$ cat src/rtl/router_pkg.sv
// Shared router definitions: port counts, select width and allocator state encoding.
package router_pkg;
  localparam int NODE_PER_ROW = 4;
  localparam int NODE_PER_COL = 4;
  localparam int NUM_PORT     = NODE_PER_ROW + NODE_PER_COL - 1;
  localparam int SEL_W        = $clog2(NUM_PORT);
  localparam int LOCAL_PORT   = NUM_PORT - 1;

  typedef enum logic {
    ST_IDLE   = 1'b0,
    ST_LOCKED = 1'b1
  } alloc_state_e;
endpackage

$ cat src/rtl/rr_lock_arbiter.sv
// One output's round-robin arbiter with wormhole lock; grant is combinational (0 cycles)
// and is only issued when ready=1, so a stalled output changes no state.
module rr_lock_arbiter
  import router_pkg::*;
#(
  parameter int N = NUM_PORT,
  parameter int W = SEL_W
) (
  input  logic         clk,
  input  logic         rst,
  input  logic [0:N-1] req,
  input  logic [0:N-1] tail,
  input  logic         ready,
  output logic         valid,
  output logic [W-1:0] sel
);

  alloc_state_e r_state;
  logic [W-1:0] r_rr_ptr;
  logic [W-1:0] r_owner;

  logic         w_found;
  logic [W-1:0] w_winner;
  logic [W-1:0] w_next_ptr;
  logic         w_valid;
  logic [W-1:0] w_sel;
  int           w_idx;

  // Search starts at r_rr_ptr and wraps at N, so index N is never produced.
  always_comb begin
    w_found  = 1'b0;
    w_winner = '0;
    w_idx    = 0;
    for (int k = 0; k < N; k++) begin
      w_idx = int'(r_rr_ptr) + k;
      if (w_idx >= N) w_idx = w_idx - N;
      if (!w_found && req[w_idx]) begin
        w_found  = 1'b1;
        w_winner = W'(w_idx);
      end
    end
    w_next_ptr = (int'(w_winner) == N - 1) ? '0 : w_winner + W'(1);
  end

  always_comb begin
    w_valid = 1'b0;
    w_sel   = '0;
    case (r_state)
      ST_IDLE: begin
        w_valid = w_found & ready;
        w_sel   = w_winner;
      end
      ST_LOCKED: begin
        w_valid = req[r_owner] & ready;
        w_sel   = r_owner;
      end
      default: begin
        w_valid = 1'b0;
        w_sel   = '0;
      end
    endcase
  end

  assign valid = w_valid & ~rst;
  assign sel   = valid ? w_sel : '0;

  always_ff @(posedge clk or posedge rst) begin
    if (rst) begin
      r_state  <= ST_IDLE;
      r_rr_ptr <= '0;
      r_owner  <= '0;
    end else begin
      case (r_state)
        ST_IDLE: begin
          if (w_valid) begin
            r_rr_ptr <= w_next_ptr;
            if (!tail[w_winner]) begin
              r_state <= ST_LOCKED;
              r_owner <= w_winner;
            end
          end
        end
        ST_LOCKED: begin
          if (w_valid && tail[r_owner]) r_state <= ST_IDLE;
        end
        default: r_state <= ST_IDLE;
      endcase
    end
  end

endmodule

$ cat src/rtl/switch_allocator.sv
// Router output-port allocator: one rr_lock_arbiter per output, grants in the same cycle;
// an output without credit (out_ready=0) grants nothing and holds its state.
module switch_allocator
  import router_pkg::*;
#(
  parameter int NODE_PER_ROW_P = NODE_PER_ROW,
  parameter int NODE_PER_COL_P = NODE_PER_COL,
  parameter int NP             = NODE_PER_ROW_P + NODE_PER_COL_P - 1,
  parameter int SW             = $clog2(NP)
) (
  input  logic             clk,
  input  logic             rst,
  input  logic [0:NP*NP-1] req_vec,
  input  logic [0:NP-1]    tail_i,
  input  logic [0:NP-1]    out_ready,
  output logic [0:NP-1]    in_grant,
  output logic [0:NP-1]    out_valid,
  output logic [0:NP*SW-1] out_sel
);

  logic [0:NP-1] w_col [NP];
  logic [SW-1:0] w_sel [NP];

  genvar gi, gj;
  generate
    for (gj = 0; gj < NP; gj++) begin : g_out
      for (gi = 0; gi < NP; gi++) begin : g_col
        assign w_col[gj][gi] = req_vec[gi*NP + gj];
      end

      rr_lock_arbiter #(.N(NP), .W(SW)) u_arb (
        .clk   (clk),
        .rst   (rst),
        .req   (w_col[gj]),
        .tail  (tail_i),
        .ready (out_ready[gj]),
        .valid (out_valid[gj]),
        .sel   (w_sel[gj])
      );

      assign out_sel[gj*SW +: SW] = w_sel[gj];
    end

    for (gi = 0; gi < NP; gi++) begin : g_chk
      a_row_onehot: assert property (@(posedge clk) disable iff (rst)
        $onehot0(req_vec[gi*NP +: NP]));
    end
  endgenerate

  always_comb begin
    in_grant = '0;
    for (int j = 0; j < NP; j++) begin
      if (out_valid[j]) in_grant[w_sel[j]] = 1'b1;
    end
  end

endmodule
$ cat config.mk
export PLATFORM = sky130hd
export DESIGN_NAME = switch_allocator
export DESIGN_NICKNAME = d
export VERILOG_FILES = /design/src/rtl/router_pkg.sv /design/src/rtl/rr_lock_arbiter.sv /design/src/rtl/switch_allocator.sv
export SDC_FILE = /design/constraint.sdc
export NUM_CORES = 1
export LEC_CHECK = 0
export ABC_AREA = 1
export CAP_MARGIN = 20
export CELL_PAD_IN_SITES_DETAIL_PLACEMENT = 1
export CELL_PAD_IN_SITES_GLOBAL_PLACEMENT = 1
export CORE_UTILIZATION = 35
export DETAILED_ROUTE_END_ITERATION = 6
export GPL_TIMING_DRIVEN = 0
export PLACE_DENSITY = 0.67
export SLEW_MARGIN = 10
export SYNTH_ARGS = -nofsm -noshare
export SYNTH_HDL_FRONTEND = slang
export SYNTH_HIERARCHICAL = 1
export SYNTH_SLANG_ARGS = --single-unit
$ cat constraint.sdc
create_clock -name clk -period 9.7 [get_ports clk]
set_clock_uncertainty 0.15 [all_clocks]
set_input_delay 1.94 -clock clk [delete_from_list [all_inputs] [get_ports clk]]
set_output_delay 1.94 -clock clk [all_outputs]
set_load 0.005 [all_outputs]
==> key figures <==
Drt
  • Wirelength per Cell: about 17 um
  • DR vias: approximately 19k
  • WL final: around 59 mm
  • Final ANT Viol Nets: 0
  • Detail-routed via count per cell: approximately 5.4
  • TritonRoute pass-1 iters: 5
  • DRC viols: 0
  • Initial DRC count: approximately 910

Placed design
  • Detail Placement HPWL: between 40 and 50 mm
  • IO buf count: between 90 and 100
  • Final Wtd Congestion: between 0.8 and 0.9
  • Worst slack, placed: 1450 ps

Die
  • # IOs: 100
  • Initial core utilization: a little over a third
  • Num rows: 77
  • Total die area: between 40000 and 50000 um^2
  • Core area: around 44000 um^2
  • Die Y: 215 um
  • Die width: 215 um

STA
  • Minimum clock period: about 8400 ps
  • Final critical-path share of the clock period: between 80% and 90%
  • Final hold violation count: 0
  • Setup ws final: 1320 ps
  • Slew headroom: a little over 30%
  • Setup violators final: 0
  • Final Max Slew Viols: 0
  • Setup TNS Final: 0 ps
  • Unrepaired setup endpoints after global routing: false
  • Worst slew pin tran: around 1000 ps
  • Fmax: approximately 0.12 GHz

Synthesis
  • Leading post-synthesis cells by cell area: nand2_1 20%, nand3_1 11%, inv_1 9.5%
  • Seq/Total Area, Yosys: 7.73%
  • Synth unique cells: between 40 and 50
  • Syn_area_per_cell: between 5 and 6 um^2
  • Post-synthesis net count: 2966
  • Area of the mapped netlist: 15900 um^2
  • Synth Instances: about 2.8k
  • Top-area cell type share of the netlist area: roughly a fifth
  • Asr flop ratio synth: 100%
  • Post-synth EDFFs: 0
  • Seq cells post-synth: 49
  • Synth area leader: nand2_1
  • Post-synth top flop: dfrtp_1
  • Yosys synthesis warning count: 6

Critical path
  • Startpoint types: input pin
  • R2r endpoint: g_out[0].u_arb/r_owner[1]$_DFFE_PP0P_
  • FF-to-FF path depth: 24
  • Reg2reg start: g_out[0].u_arb/r_rr_ptr[0]$_DFFE_PP0P_
  • Worst Setup Path Type: input pin to output port
  • Critical Path AT: ~6300 ps
  • Crit path max fanout: 7
  • Critical Path RT: around 7600 ps
  • CP Capture Type: output port
  • Flop-to-flop setup slack: 5710 ps

CTS
  • Clock latency on the worst-skew pair: around 310 ps
  • Post CTS Setup Buffer Count: 0
  • Worst-path clk slew: approximately 60 ps
  • CTS buffer count: 5
  • CTS tree: done
  • Clock sinks: a little under 50
  • Htree depth: 2
  • Hold buffer count at cts: 0
  • Post_cts resized: 0
  • Clock tree buffer depth: 2
  • Clock root buffer: clkbuf_16

Global route
  • Largest net degree at the start of global routing: 15
  • Vias in the first global route: ~19k
  • Met2 track demand over resource: between 40% and 50%
  • Wire length of the first global-routing pass: just under 100 mm
  • Met1 GRT Util: 33.7%
  • Initial antenna violation count: 0
  • Total track usage: 25.2%
  • Total congestion overflow: 0
  • Met3 usage: under 10%
  • Layer with the highest usage: met2

Layout
  • Fill count: approximately 6.2k
  • Antenna cell count: 0
  • Seq. cell area: 1230 um^2
  • Area Overhead vs Synth: 11.9%
  • Area of the multi-input gates: 12700 um^2
  • Share of layout cells above drive strength 1: 11.6%
  • Nets: slightly above 3k

Worst hold path
  • Worst Hold Path EP: g_out[3].u_arb/r_owner[2]$_DFFE_PP0P_
  • Hold Path Cell Cnt: 2
  • Worst Hold Class: flop to flop
  • Worst Hold Launch: g_out[3].u_arb/r_owner[2]$_DFFE_PP0P_

Status
  • Outcome: finished, final reports clean

Job
  • # Max-Cap Violations: 0
-- state kept, by name, indices dropped and copies added (netlist names) --
| signal | flops |
|---|---|
| g_out.u_arb/r_owner | 21 |
| g_out.u_arb/r_rr_ptr | 21 |
| g_out.u_arb/r_state | 7 |
-- cell usage after synthesis (12+ instances only) --
master	count
dfrtp_1	49
o211ai_1	70
nor3_1	15
nand2_1	851
nor2_2	21
nand3_2	50
nand2_4	20
nand3_4	15
nand4_1	120
ha_1	91
o21ai_1	24
buf_6	16
a21oi_1	78
o21ai_0	203
nand3b_1	12
nand3_1	348
nor2_1	160
o21ai_2	12
nor2_4	34
inv_2	32
inv_1	401
nand2_2	85
xor2_1	15
-- metal layers --
layer	vias up	wire length [um]
li1	9503	-
met1	9063	28400
met2	290	28200
met3	66	1620
met4	0	1130
met5	-	0
-- logic make-up (layout without fill, tap and decap cells) --
logic type,count (synthesis),in the layout,share of synthesized area [%]
adders and majority gates,91,91,7.18
and+or+nand+nor,1753,1753,55.4
DFF,49,49,7.73
xor gates and xnor gates,21,21,1.73
buffers and inverters,468,574,12.0
AOI/OAI and AO/OA,428,428,16.0
-- worst max-delay path, stage by stage --
cell	delay (ps)
clkdlybuf4s50_1	670
inv_1	210
a21oi_1	230
nand2_1	90
nand3_2	120
nand2_4	90
nand4_4	110
nor2_4	80
nand4_1	70
nand2_1	100
nor2_1	470
inv_1	120
a211oi_1	700
inv_1	190
nor2_1	180
nand2_1	80
nand2_1	80
nor2_1	50
nand2_1	170
clkdlybuf4s50_1	560
-- cell type report --
class	count	area share [%]
multi-input combinational	2293	71.7
inverter	436	9.22
sequential	49	6.91
timing repair buffer	99	5.58
tap	592	4.17
buffer	32	1.50
clock buffer	5	0.705
clock inverter	2	0.197
-- stage by stage --
step           instances  hold WS (ps)  utilization [%]  instance area (um^2)
6_report            3508           422             40.0                 17800
3_3_place_gp        3501           393             39.6                 17600
3_5_place_dp        3501           409             39.6                 17600
2_1_floorplan       2810           343                -                 15900
5_1_grt             3508           463             40.0                 17800
4_1_cts             3508           426             40.0                 17800
-- cell usage in the layout (no fill, tap or decap), drive strengths merged, types with 49 or more instances in the layout --
cell	n
nand2	956
inv	433
nand3	413
o21ai	243
nor2	215
nand4	136
clkdlybuf4s50	99
ha	91
a21oi	82
o211ai	73
dfrtp	49
-- worst max-delay path by stage --
stage | startpoint | to | slack [ps] | cells after the start
floorplan | req_vec[33] | in_grant[4] | 3580 | 19
CTS | req_vec[42] | in_grant[4] | 1400 | 20
detailed placement | req_vec[42] | in_grant[4] | 1450 | 20
finish | req_vec[46] | in_grant[4] | 1320 | 20
global route | req_vec[32] | in_grant[4] | 1020 | 20
global placement | req_vec[46] | in_grant[5] | 1480 | 20
Power is left out: the tool's default activity adds up to more than one toggle a clock period on the data nets, which glitch-free logic cannot reach.
